==> config.mk <==
export PLATFORM = sky130hd
export DESIGN_NAME = multi_project_mux
export DESIGN_NICKNAME = d
export VERILOG_FILES = /design/src/rtl/multi_project_mux_pkg.sv /design/src/rtl/mux_switch_seq.sv /design/src/rtl/multi_project_mux.sv
export SDC_FILE = /design/constraint.sdc
export NUM_CORES = 1
export LEC_CHECK = 0
export CORE_AREA = 2 2 543 545
export DETAILED_ROUTE_END_ITERATION = 10
export DIE_AREA = 0 0 545 547
export REMOVE_ABC_BUFFERS = 1
export SETUP_SLACK_MARGIN = 0.1
export SYNTH_ARGS = -nofsm -noshare
export SYNTH_HDL_FRONTEND = slang
export SYNTH_SLANG_ARGS = --single-unit
==> constraint.sdc <==
create_clock -name clk -period 11.13 [get_ports clk]
set_input_delay 3.339 -clock clk [delete_from_list [all_inputs] [get_ports clk]]
set_output_delay 3.339 -clock clk [all_outputs]
set_load 0.02 [all_outputs]
==> src/rtl/multi_project_mux_pkg.sv <==
// Shared definitions for the multi-project pad/wishbone multiplexer:
// switch-sequencer state encoding, register offsets, window geometry and
// the timeout read-back constant.
package multi_project_mux_pkg;

   // Switch sequencer states; the numeric values are visible in STATUS[1:0]
   typedef enum logic [1:0] {
      ST_RUN  = 2'd0,
      ST_GAP  = 2'd1,
      ST_PRST = 2'd2
   } state_t;

   // Register offsets inside the register page (page 0)
   localparam logic [7:0]  REG_ACTIVE = 8'h00;
   localparam logic [7:0]  REG_STATUS = 8'h04;

   // Each project owns one 0x100-byte window; page k+1 belongs to project k
   localparam logic [31:0] WIN_SIZE   = 32'h0000_0100;
   localparam int          WIN_SHIFT  = 8;

   // Returned when a forwarded access is never acknowledged by its project
   localparam logic [31:0] DEAD_BEEF  = 32'hDEAD_BEEF;

   // Saturating 8-bit increment used for event counters that must not wrap
   function automatic logic [7:0] sat_inc8(input logic [7:0] v);
      return (v == 8'hFF) ? v : v + 8'd1;
   endfunction

endpackage

==> src/rtl/mux_switch_seq.sv <==
// Switch sequencer: after a project change the pads are first gated for
// GAP_CYC cycles, then the new project is held in reset for RST_CYC cycles,
// then the project runs. i_clear forces the post-reset PRST phase; i_start
// (an ACTIVE write) restarts the sequence from the first GAP cycle.
module mux_switch_seq
   import multi_project_mux_pkg::*;
#(
   parameter int GAP_CYC = 4,
   parameter int RST_CYC = 8
) (
   input  logic   clk,
   input  logic   i_clear,
   input  logic   i_start,
   output state_t o_state,
   output logic   o_done
);

   localparam int MAX_CYC = (GAP_CYC > RST_CYC) ? GAP_CYC : RST_CYC;
   localparam int CNT_W   = $clog2(MAX_CYC + 1);

   localparam logic [CNT_W-1:0] GAP_LOAD = CNT_W'(GAP_CYC);
   localparam logic [CNT_W-1:0] RST_LOAD = CNT_W'(RST_CYC);
   localparam logic [CNT_W-1:0] CNT_ONE  = CNT_W'(1);

   state_t           r_state;
   logic [CNT_W-1:0] r_cnt;

   // Phase FSM: r_cnt holds the cycles remaining in the current phase,
   // counting the present cycle, so a load of N gives exactly N cycles
   always_ff @(posedge clk) begin
      if (i_clear) begin
         r_state <= ST_PRST;
         r_cnt   <= RST_LOAD;
      end else if (i_start) begin
         r_state <= ST_GAP;
         r_cnt   <= GAP_LOAD;
      end else begin
         case (r_state)
            ST_GAP: begin
               if (r_cnt <= CNT_ONE) begin
                  r_state <= ST_PRST;
                  r_cnt   <= RST_LOAD;
               end else begin
                  r_cnt <= r_cnt - CNT_ONE;
               end
            end
            ST_PRST: begin
               if (r_cnt <= CNT_ONE) begin
                  r_state <= ST_RUN;
                  r_cnt   <= '0;
               end else begin
                  r_cnt <= r_cnt - CNT_ONE;
               end
            end
            default: begin
               r_state <= ST_RUN;
               r_cnt   <= '0;
            end
         endcase
      end
   end

   assign o_state = r_state;
   assign o_done  = (r_state == ST_RUN);

endmodule

==> src/rtl/multi_project_mux.sv <==
// Multi-project multiplexer: connects one of NUM_PROJ user projects to the
// shared pads and forwards wishbone accesses in that project's address
// window. Switching projects gates the pads, pulses the project reset and
// only then hands the pads over. Forwarded accesses are guarded by an ack
// watchdog so a dead project cannot hang the bus.
module multi_project_mux
   import multi_project_mux_pkg::*;
#(
   parameter int          NUM_PROJ = 8,
   parameter int          IO_W     = 38,
   parameter logic [31:0] BASE     = 32'h3000_0000,
   parameter int          GAP_CYC  = 4,
   parameter int          RST_CYC  = 8,
   parameter int          TIMEOUT  = 255
) (
   input  logic                     clk,
   input  logic                     reset,
   input  logic                     wbs_cyc_i,
   input  logic                     wbs_stb_i,
   input  logic                     wbs_we_i,
   input  logic [3:0]               wbs_sel_i,
   input  logic [31:0]              wbs_adr_i,
   input  logic [31:0]              wbs_dat_i,
   output logic                     wbs_ack_o,
   output logic [31:0]              wbs_dat_o,
   input  logic [IO_W-1:0]          io_in,
   output logic [IO_W-1:0]          io_out,
   output logic [IO_W-1:0]          io_oeb,
   output logic [NUM_PROJ*IO_W-1:0] proj_io_in,
   input  logic [NUM_PROJ*IO_W-1:0] proj_io_out,
   input  logic [NUM_PROJ*IO_W-1:0] proj_io_oeb,
   output logic [NUM_PROJ-1:0]      proj_reset,
   output logic [NUM_PROJ-1:0]      proj_wb_stb,
   input  logic [NUM_PROJ-1:0]      proj_wb_ack,
   input  logic [NUM_PROJ*32-1:0]   proj_wb_dat
);

   // Decoded span: register page plus one window per project
   localparam logic [31:0] SPAN       = 32'(NUM_PROJ + 1) * WIN_SIZE;
   localparam logic [8:0]  NUM_PROJ_L = 9'(NUM_PROJ);
   localparam int          TO_W       = $clog2(TIMEOUT + 1);
   localparam logic [TO_W-1:0] TO_LAST = TO_W'(TIMEOUT - 1);
   localparam logic [TO_W-1:0] TO_ONE  = TO_W'(1);

   // Bus decode
   logic        w_valid;
   logic        w_write;
   logic [31:0] w_off;
   logic [31-WIN_SHIFT:0] w_page;
   logic        w_in_range;
   logic        w_reg_page;
   logic        w_page_hit;
   logic        w_act_ok;
   logic        w_fwd;
   logic        w_fwd_ack;
   logic        w_int_acc;
   logic        w_act_wr;
   logic        w_timeout;
   logic [31:0] w_reg_rdata;

   // Active-project selection
   logic [IO_W-1:0] w_sel_out;
   logic [IO_W-1:0] w_sel_oeb;
   logic            w_sel_ack;
   logic [31:0]     w_fwd_dat;

   // Sequencer interface
   state_t w_state;
   logic   w_run;
   logic   w_prst;

   // Bus-side state
   logic [7:0]      r_active;
   logic [7:0]      r_sw_cnt;
   logic [7:0]      r_to_events;
   logic [TO_W-1:0] r_to_cnt;
   logic            r_ack;
   logic [31:0]     r_dat;

   // Only the low byte of write data carries a register field
   logic w_unused_dat;
   assign w_unused_dat = ^wbs_dat_i[31:8];

   mux_switch_seq #(
      .GAP_CYC (GAP_CYC),
      .RST_CYC (RST_CYC)
   ) u_seq (
      .clk     (clk),
      .i_clear (reset),
      .i_start (w_act_wr),
      .o_state (w_state),
      .o_done  (w_run)
   );

   assign w_prst = (w_state == ST_PRST);

   assign w_valid    = wbs_cyc_i & wbs_stb_i;
   assign w_write    = wbs_we_i & (|wbs_sel_i);
   assign w_off      = wbs_adr_i - BASE;
   assign w_page     = w_off[31:WIN_SHIFT];
   assign w_in_range = (wbs_adr_i >= BASE) && (w_off < SPAN);
   assign w_reg_page = (w_page == '0);
   assign w_page_hit = (w_page == ({16'd0, r_active} + 24'd1));
   assign w_act_ok   = ({1'b0, r_active} < NUM_PROJ_L);

   // An access is forwarded only to the running, active project's window;
   // everything else in range is answered locally
   assign w_fwd     = w_valid & w_in_range & ~w_reg_page & w_page_hit &
                      w_act_ok & w_run & ~reset;
   assign w_fwd_ack = w_fwd & ~r_ack & w_sel_ack;
   assign w_int_acc = w_valid & w_in_range & ~w_fwd & ~r_ack & ~reset;
   assign w_act_wr  = w_int_acc & w_write & w_reg_page &
                      (w_off[7:0] == REG_ACTIVE) & wbs_sel_i[0];
   assign w_timeout = w_fwd & ~r_ack & ~w_sel_ack & (r_to_cnt == TO_LAST);

   // Register-page read data; unmapped offsets and local window reads give 0
   always_comb begin
      w_reg_rdata = '0;
      if (w_reg_page) begin
         if (w_off[7:0] == REG_ACTIVE) begin
            w_reg_rdata = {24'd0, r_active};
         end else if (w_off[7:0] == REG_STATUS) begin
            w_reg_rdata = {8'd0, r_to_events, r_sw_cnt, 6'd0, w_state};
         end
      end
   end

   // Pick the active project's pads and bus response; "none" leaves defaults
   always_comb begin
      w_sel_out = '0;
      w_sel_oeb = '1;
      w_sel_ack = 1'b0;
      w_fwd_dat = '0;
      for (int k = 0; k < NUM_PROJ; k++) begin
         if (r_active == 8'(k)) begin
            w_sel_out = proj_io_out[k*IO_W +: IO_W];
            w_sel_oeb = proj_io_oeb[k*IO_W +: IO_W];
            w_sel_ack = proj_wb_ack[k];
            w_fwd_dat = proj_wb_dat[k*32 +: 32];
         end
      end
   end

   assign io_out = w_run ? w_sel_out : '0;
   assign io_oeb = w_run ? w_sel_oeb : '1;

   // Per-project fan-out: input pads, reset hold and forwarded strobe
   for (genvar k = 0; k < NUM_PROJ; k++) begin : g_proj
      logic w_is_act;
      assign w_is_act = (r_active == 8'(k));
      assign proj_io_in[k*IO_W +: IO_W] = (w_is_act && (w_run || w_prst)) ? io_in : '0;
      assign proj_reset[k]  = reset | ~w_is_act | ~w_run;
      assign proj_wb_stb[k] = w_is_act & w_fwd & ~r_ack;
   end

   // Local acks, ack watchdog, ACTIVE register and event counters
   always_ff @(posedge clk) begin
      if (reset) begin
         r_active    <= '0;
         r_sw_cnt    <= '0;
         r_to_events <= '0;
         r_to_cnt    <= '0;
         r_ack       <= 1'b0;
         r_dat       <= '0;
      end else begin
         r_ack <= w_int_acc | w_timeout;

         if (w_timeout) begin
            r_dat <= DEAD_BEEF;
         end else if (w_int_acc && !w_write) begin
            r_dat <= w_reg_rdata;
         end else begin
            r_dat <= '0;
         end

         // Counts cycles a forwarded strobe has waited; any other cycle clears it
         if (w_fwd && !r_ack && !w_sel_ack && !w_timeout) begin
            r_to_cnt <= r_to_cnt + TO_ONE;
         end else begin
            r_to_cnt <= '0;
         end

         if (w_timeout) begin
            r_to_events <= sat_inc8(r_to_events);
         end

         if (w_act_wr) begin
            r_active <= wbs_dat_i[7:0];
            r_sw_cnt <= r_sw_cnt + 8'd1;
         end
      end
   end

   assign wbs_ack_o = ~reset & (r_ack | w_fwd_ack);

   // Read data is only ever non-zero alongside an ack
   always_comb begin
      wbs_dat_o = '0;
      if (!reset) begin
         if (r_ack) begin
            wbs_dat_o = r_dat;
         end else if (w_fwd_ack) begin
            wbs_dat_o = w_fwd_dat;
         end
      end
   end

endmodule

---- Yosys cells after proc, flatten, opt, wreduce, memory -nomap -nowiden ----
Index checks and enable logic that the tools add are counted.
storage, ports and cells
  logic and storage cells ................. 197
  latch bits .............................. 0
  flip-flop bits (word level) ............. 71
  bits in writable memories ............... 0
  output and inout port bits .............. 429
  bits in read-only memories .............. 0
  memories ................................ 0
operators by class
  shift-type cells ........................ 0
  add/subtract/negate cells ............... 6
  muxes and demuxes ....................... 58
  magnitude comparators ................... 4
  reduce and logical (&&, ||, !) cells .... 30
  bitwise logic cells ..................... 72
  multiply operators ...................... 0
  div/mod/pow operators ................... 0
  eq/ne operators ......................... 15
operator list
  kind                                                                     count
  38-bit two-way mux                                                       26
  32-bit two-way mux                                                       13
  24-bit two-way mux                                                       3
  8-bit by 3-bit equality test with 1-bit output, second input constant    5
  1-bit bitwise AND                                                        36
  32-bit by 30-bit >= comparator with 1-bit output, second input constant  1
  32-bit by 12-bit < comparator with 1-bit output, second input constant   1
  32-bit by 30-bit subtractor with 32-bit output, second input constant    1
  8-bit by 1-bit adder with 8-bit output, second input constant            3
  24-bit by 9-bit equality test with 1-bit output                          1
  24-bit zero test                                                         1
  1-bit inverter                                                           18
  1-bit OR                                                                 18
  8-bit by 2-bit equality test with 1-bit output, second input constant    2
  8-bit equality test, second input constant                               2
  8-bit zero test                                                          2
  1-bit logical AND                                                        13
  4-bit two-way mux                                                        3
  8-bit by 1-bit adder with 9-bit output, second input constant            1
  8-bit by 1-bit equality test with 1-bit output, second input constant    1
  8-bit by 4-bit < comparator with 1-bit output, second input constant     1
  1-bit two-way mux                                                        8
  4-bit one-hot mux with 2 select lines                                    1
  4-bit OR reduction                                                       2
  14 further kinds                                                         22

---- Depth between registers and ports, before layout ----
  word-level depth ........................ 19
  gate-level depth with buffers ........... 13

---- Modules after synthesis ----
From an unflattened synthesis, not the netlist that was laid out.
unflattened totals
  cells, all modules ...................... 1,958
  area total of the unflattened synthesis .. 12,592.1 sq um
by module, submodules not included
  module             cells an instance  seq. area each (sq um)  instances  area an instance (sq um)
  multi_project_mux  1,921              1,161.1                 1          12,251.8
  mux_switch_seq     37                 120.1                   1          340.3

---- Least setup slack after synthesis ----
Ideal clock, no wire load.
  path type ............................... input to output
  start point ............................. input wbs_adr_i[15]
  end point ............................... output wbs_ack_o
  arrival ................................. 5.566 ns
  path slack .............................. 2.225 ns
  cell stages on the path ................. 7
  cell sequence ........................... or3_1 o221a_2 nor4_2 nand4b_1 or4_4 buf_2 a21oi_1
on the way
  cells in the longest elaborated chain, start to end .. 13
ends and longest elaborated chain
  what                                             line                      text
  from (decl)                                      multi_project_mux.sv:22   input logic [31:0] wbs_adr_i,
  32-bit by 30-bit subtractor with 32-bit output   multi_project_mux.sv:99   assign w_off = wbs_adr_i - BASE;
  32-bit by 12-bit < comparator with 1-bit output  multi_project_mux.sv:101  assign w_in_range = (wbs_adr_i >= BASE) && (w_off < SPAN);
  1-bit logical AND                                multi_project_mux.sv:101
  1-bit bitwise AND (2 in series)                  multi_project_mux.sv:108  assign w_fwd = w_valid & w_in_range & ~w_reg_page & w_page_hit &
  1-bit bitwise AND * (2 in series)                multi_project_mux.sv:108
  1-bit bitwise AND * (2 in series)                multi_project_mux.sv:109  w_act_ok & w_run & ~reset;
  1-bit bitwise AND * (2 in series)                multi_project_mux.sv:110  assign w_fwd_ack = w_fwd & ~r_ack & w_sel_ack;
  1-bit OR *                                       multi_project_mux.sv:194  assign wbs_ack_o = ~reset & (r_ack | w_fwd_ack);
  1-bit bitwise AND *                              multi_project_mux.sv:194
  to (decl)                                        multi_project_mux.sv:24   output logic wbs_ack_o,
Every way passes the cells marked *; elsewhere a longest branch is shown, timed or not.

---- Final worst setup path ----
  start point ............................. input proj_wb_dat[58]
  end point ............................... output wbs_dat_o[26]
on the way
  cells in the longest elaborated chain, start to end .. 10
ends and longest elaborated chain
  what                              line                      text
  from (decl)                       multi_project_mux.sv:35   input logic [NUM_PROJ*32-1:0] proj_wb_dat
  32-bit two-way mux (7 in series)  multi_project_mux.sv:135  if (r_active == 8'(k)) begin
  32-bit two-way mux                multi_project_mux.sv:202  end else if (w_fwd_ack) begin
  32-bit two-way mux                multi_project_mux.sv:200  if (r_ack) begin
  32-bit two-way mux                multi_project_mux.sv:199  if (!reset) begin
  to (decl)                         multi_project_mux.sv:25   output logic [31:0] wbs_dat_o,
Every way passes these cells.

==> key figures <==
Clock network
  • H-tree depth: 3
  • CTS sink cnt: 64
  • CTS Buffer Depth: 2
  • Post-CTS sizing: 0
  • Postcts setup bufs: 0
  • CTS tree: yes
  • CTS root buf: clkbuf_16
  • Clock transition at path regs: 0.07 ns
  • Clock Latency Late Sink: 0.36 ns
  • Post-CTS Hold Fix Bufs: 0
  • Num CTS Buffers: 9

Route
  • Via density: 3.145
  • Wire per inst: 30.88 um
  • Iteration-0 DRC Markers: 1917
  • Detail Route Antenna Nets: 0
  • Final wirelength: 226100 um
  • DRC viols: 0
  • Vias post-DR: 23030
  • Drt first pass iters: 9

Final layout
  • Area Overhead vs Synth: 158.6%
  • Share of cells above drive strength 1: 0.05839
  • Commonest non-fill, non-tap cell in the layout: clkdlybuf4s50_1
  • FF/Latch Area: 1285 um^2
  • Filler-free cell count of the finished design: 7320
  • Filler instances: 34120
  • Most frequent cells in the layout: clkdlybuf4s50_1 (1373), o21ai_0 (208), and2_1 (197)
  • Nets: 4279
  • Multi-input logic area: 10430 um^2
  • Post-route cell area: 32150 um^2
  • Finished Core Util: 0.1099

Global routing
  • Initial antenna violation count: 165
  • First-pass GRT wire length: 268400 um
  • Pin count of the biggest net entering global routing: 90
  • Vias in the first global route: 22110
  • Gr usage total: 0.1432
  • Global route overflow: 0

Yosys
  • Async SR Flop Fraction: 0
  • Post-synth EDFFs: 0
  • Netlist Area Pre-Place: 12430 um^2
  • Yosys reg bits: 64
  • Mapped Cells: 2020
  • Synth cell types: 62
  • Seq/Total Area, Yosys: 0.1030
  • Ys flop type: dfxtp_1
  • Syn Area/Cell: 6.156 um^2
  • Synth Warn #: 0
  • Share of Yosys cell area claimed by the top area cell type: 0.1030
  • Top cells by area, synth: dfxtp_1 (10%), and2_1 (10%), o21ai_0 (8.8%)
  • Synth area leader: dfxtp_1

Die
  • FP Rows: 199
  • IO Pins: 1412
  • Die W: 545 um
  • Die ar.: 298100 um^2
  • Core box area: 292600 um^2
  • Initial Util: 0.04250
  • Die height: 547 um

STA
  • Fin. Hold Viols: 0
  • Fmax: 0.09694 GHz
  • Final period util: 0.9269
  • Worst-margin pin slew: 1.220 ns
  • Min Tclk post-route: 10.32 ns
  • RSZ-0062 raised after global routing: false
  • Rel. slew slack: 0.1868
  • Clock Skew: 0.01419 ns
  • Final Slew Violations: 0
  • Number of setup violations in the final report: 0
  • Fin Setup TNS: 0 ns

Worst hold path
  • Hold Path Class: flop to flop

Setup path
  • Setup CP Type: input pin to primary output
  • Critical Path Start Type: input pin
  • Worst EP arrival: 6.98 ns
  • CP required: 7.79 ns
  • CP Max Fanout: 1
  • Setup crit end kind: primary output

Placement
  • DP Area: 31520 um^2
  • DP HPWL: 199200 um
  • Port bufs: 1387
  • Gpl congestion: 0.9572
  • Placed Cells: 7191

Flow run
  • Max Cap Viol: 0

Pwr
  • PwrDens: 61.71 nW/um^2
  • Worst VDD drop: 0.08581 mV
  • Cell leakage power: 0.01043 uW

Outcome
  • Status: finished, final reports clean
[routing by layer]
layer  track usage  wire length (um)  vias to the layer above
met3       0.02565             14430                      357
met5             0               333                        -
met2        0.2637            113300                     1514
li1              -                 -                    10240
met4       0.06392             12470                       46
met1        0.1581             85540                    10870
[Yosys cell counts (11+ instances only)]
library cell	n
a21oi_1	133
a221oi_1	12
o22ai_1	143
nor3_1	11
a222oi_1	38
nor2b_1	45
and2_1	198
buf_1	24
ha_1	13
nand4_1	11
a21o_1	16
o21ai_1	19
o21ai_0	219
nand2_1	172
dfxtp_1	64
and3_1	150
nand3_1	18
a211oi_1	115
clkbuf_1	204
a22oi_1	124
xor2_1	14
inv_1	16
nor2_1	144
[flip-flops by register name, summed over array words and instances, names as in the netlist]
| name | count |
|---|---|
| r_ack | 1 |
| r_dat | 25 |
| u_seq.o_state | 2 |
| u_seq.r_cnt | 4 |
| r_active | 8 |
| r_to_events | 8 |
| r_to_cnt | 8 |
| r_sw_cnt | 8 |
[where the power goes]
part | internal, uW | switching [uW] | leakage, uW
logic | 590 | 791 | 0.00974
clock network | 222 | 139 | 0.000172
registers | 236 | 6.07 | 0.000517
total | 1050 | 936 | 0.0104
[through the flow]
| stage | total power, uW | worst slack (ns) | hold slack (ns) |
|---|---|---|---|
| after floorplan | 588.9 | -1.241 | 0.4173 |
| after global placement | 1681 | 0.6390 | 0.4334 |
| after detailed placement | 1682 | 0.6398 | 0.4406 |
| after CTS | 2054 | 0.6312 | 0.4564 |
| after global routing | 2071 | 0.5839 | 0.4825 |
| final | 1984 | 0.8141 | 0.4563 |
[critical path, stage by stage]
cell	delay [ns]
clkdlybuf4s50_1	0.45
a221o_1	0.45
o21ai_0	0.16
o221ai_1	0.92
o21ai_1	0.64
o31ai_1	0.81
buf_12	0.19
[path summary, 6_finish.rpt]
kind / startpoint / to / slack [ns] / cells after the start
worst max-delay path: proj_wb_dat[58] / wbs_dat_o[26] / 0.81 / 7
worst max register to register: r_active[0]$_SDFFE_PP0P_ / r_to_events[5]$_SDFFE_PP0P_ / 7.02 / 10
worst min-delay path: u_seq.r_cnt[0]$_SDFF_PP0_ / u_seq.r_cnt[0]$_SDFF_PP0_ / 0.46 / 1
worst min register to register: u_seq.r_cnt[0]$_SDFF_PP0_ / u_seq.r_cnt[0]$_SDFF_PP0_ / 0.46 / 1
[kinds of logic after synthesis]
logic type      after synthesis  share of synthesized area
compound gates              862                     0.4456
simple gates                798                     0.3396
buf+inv                     257                    0.07979
flops                        64                     0.1030
xor+xnor                     20                    0.01409
fa+ha+maj                    13                    0.01308
mux                           6                   0.004830
[layout make-up]
| type | instances | area share |
|---|---|---|
| timing repair buffer | 1492 | 0.4614 |
| multi-input combinational | 1699 | 0.3244 |
| tap | 3919 | 0.1525 |
| sequential | 64 | 0.03996 |
| antenna | 113 | 0.008794 |
| clock buffer | 9 | 0.007004 |
| clock inverter | 7 | 0.003891 |
| inverter | 17 | 0.002062 |
(Power assumes the default switching activity.)
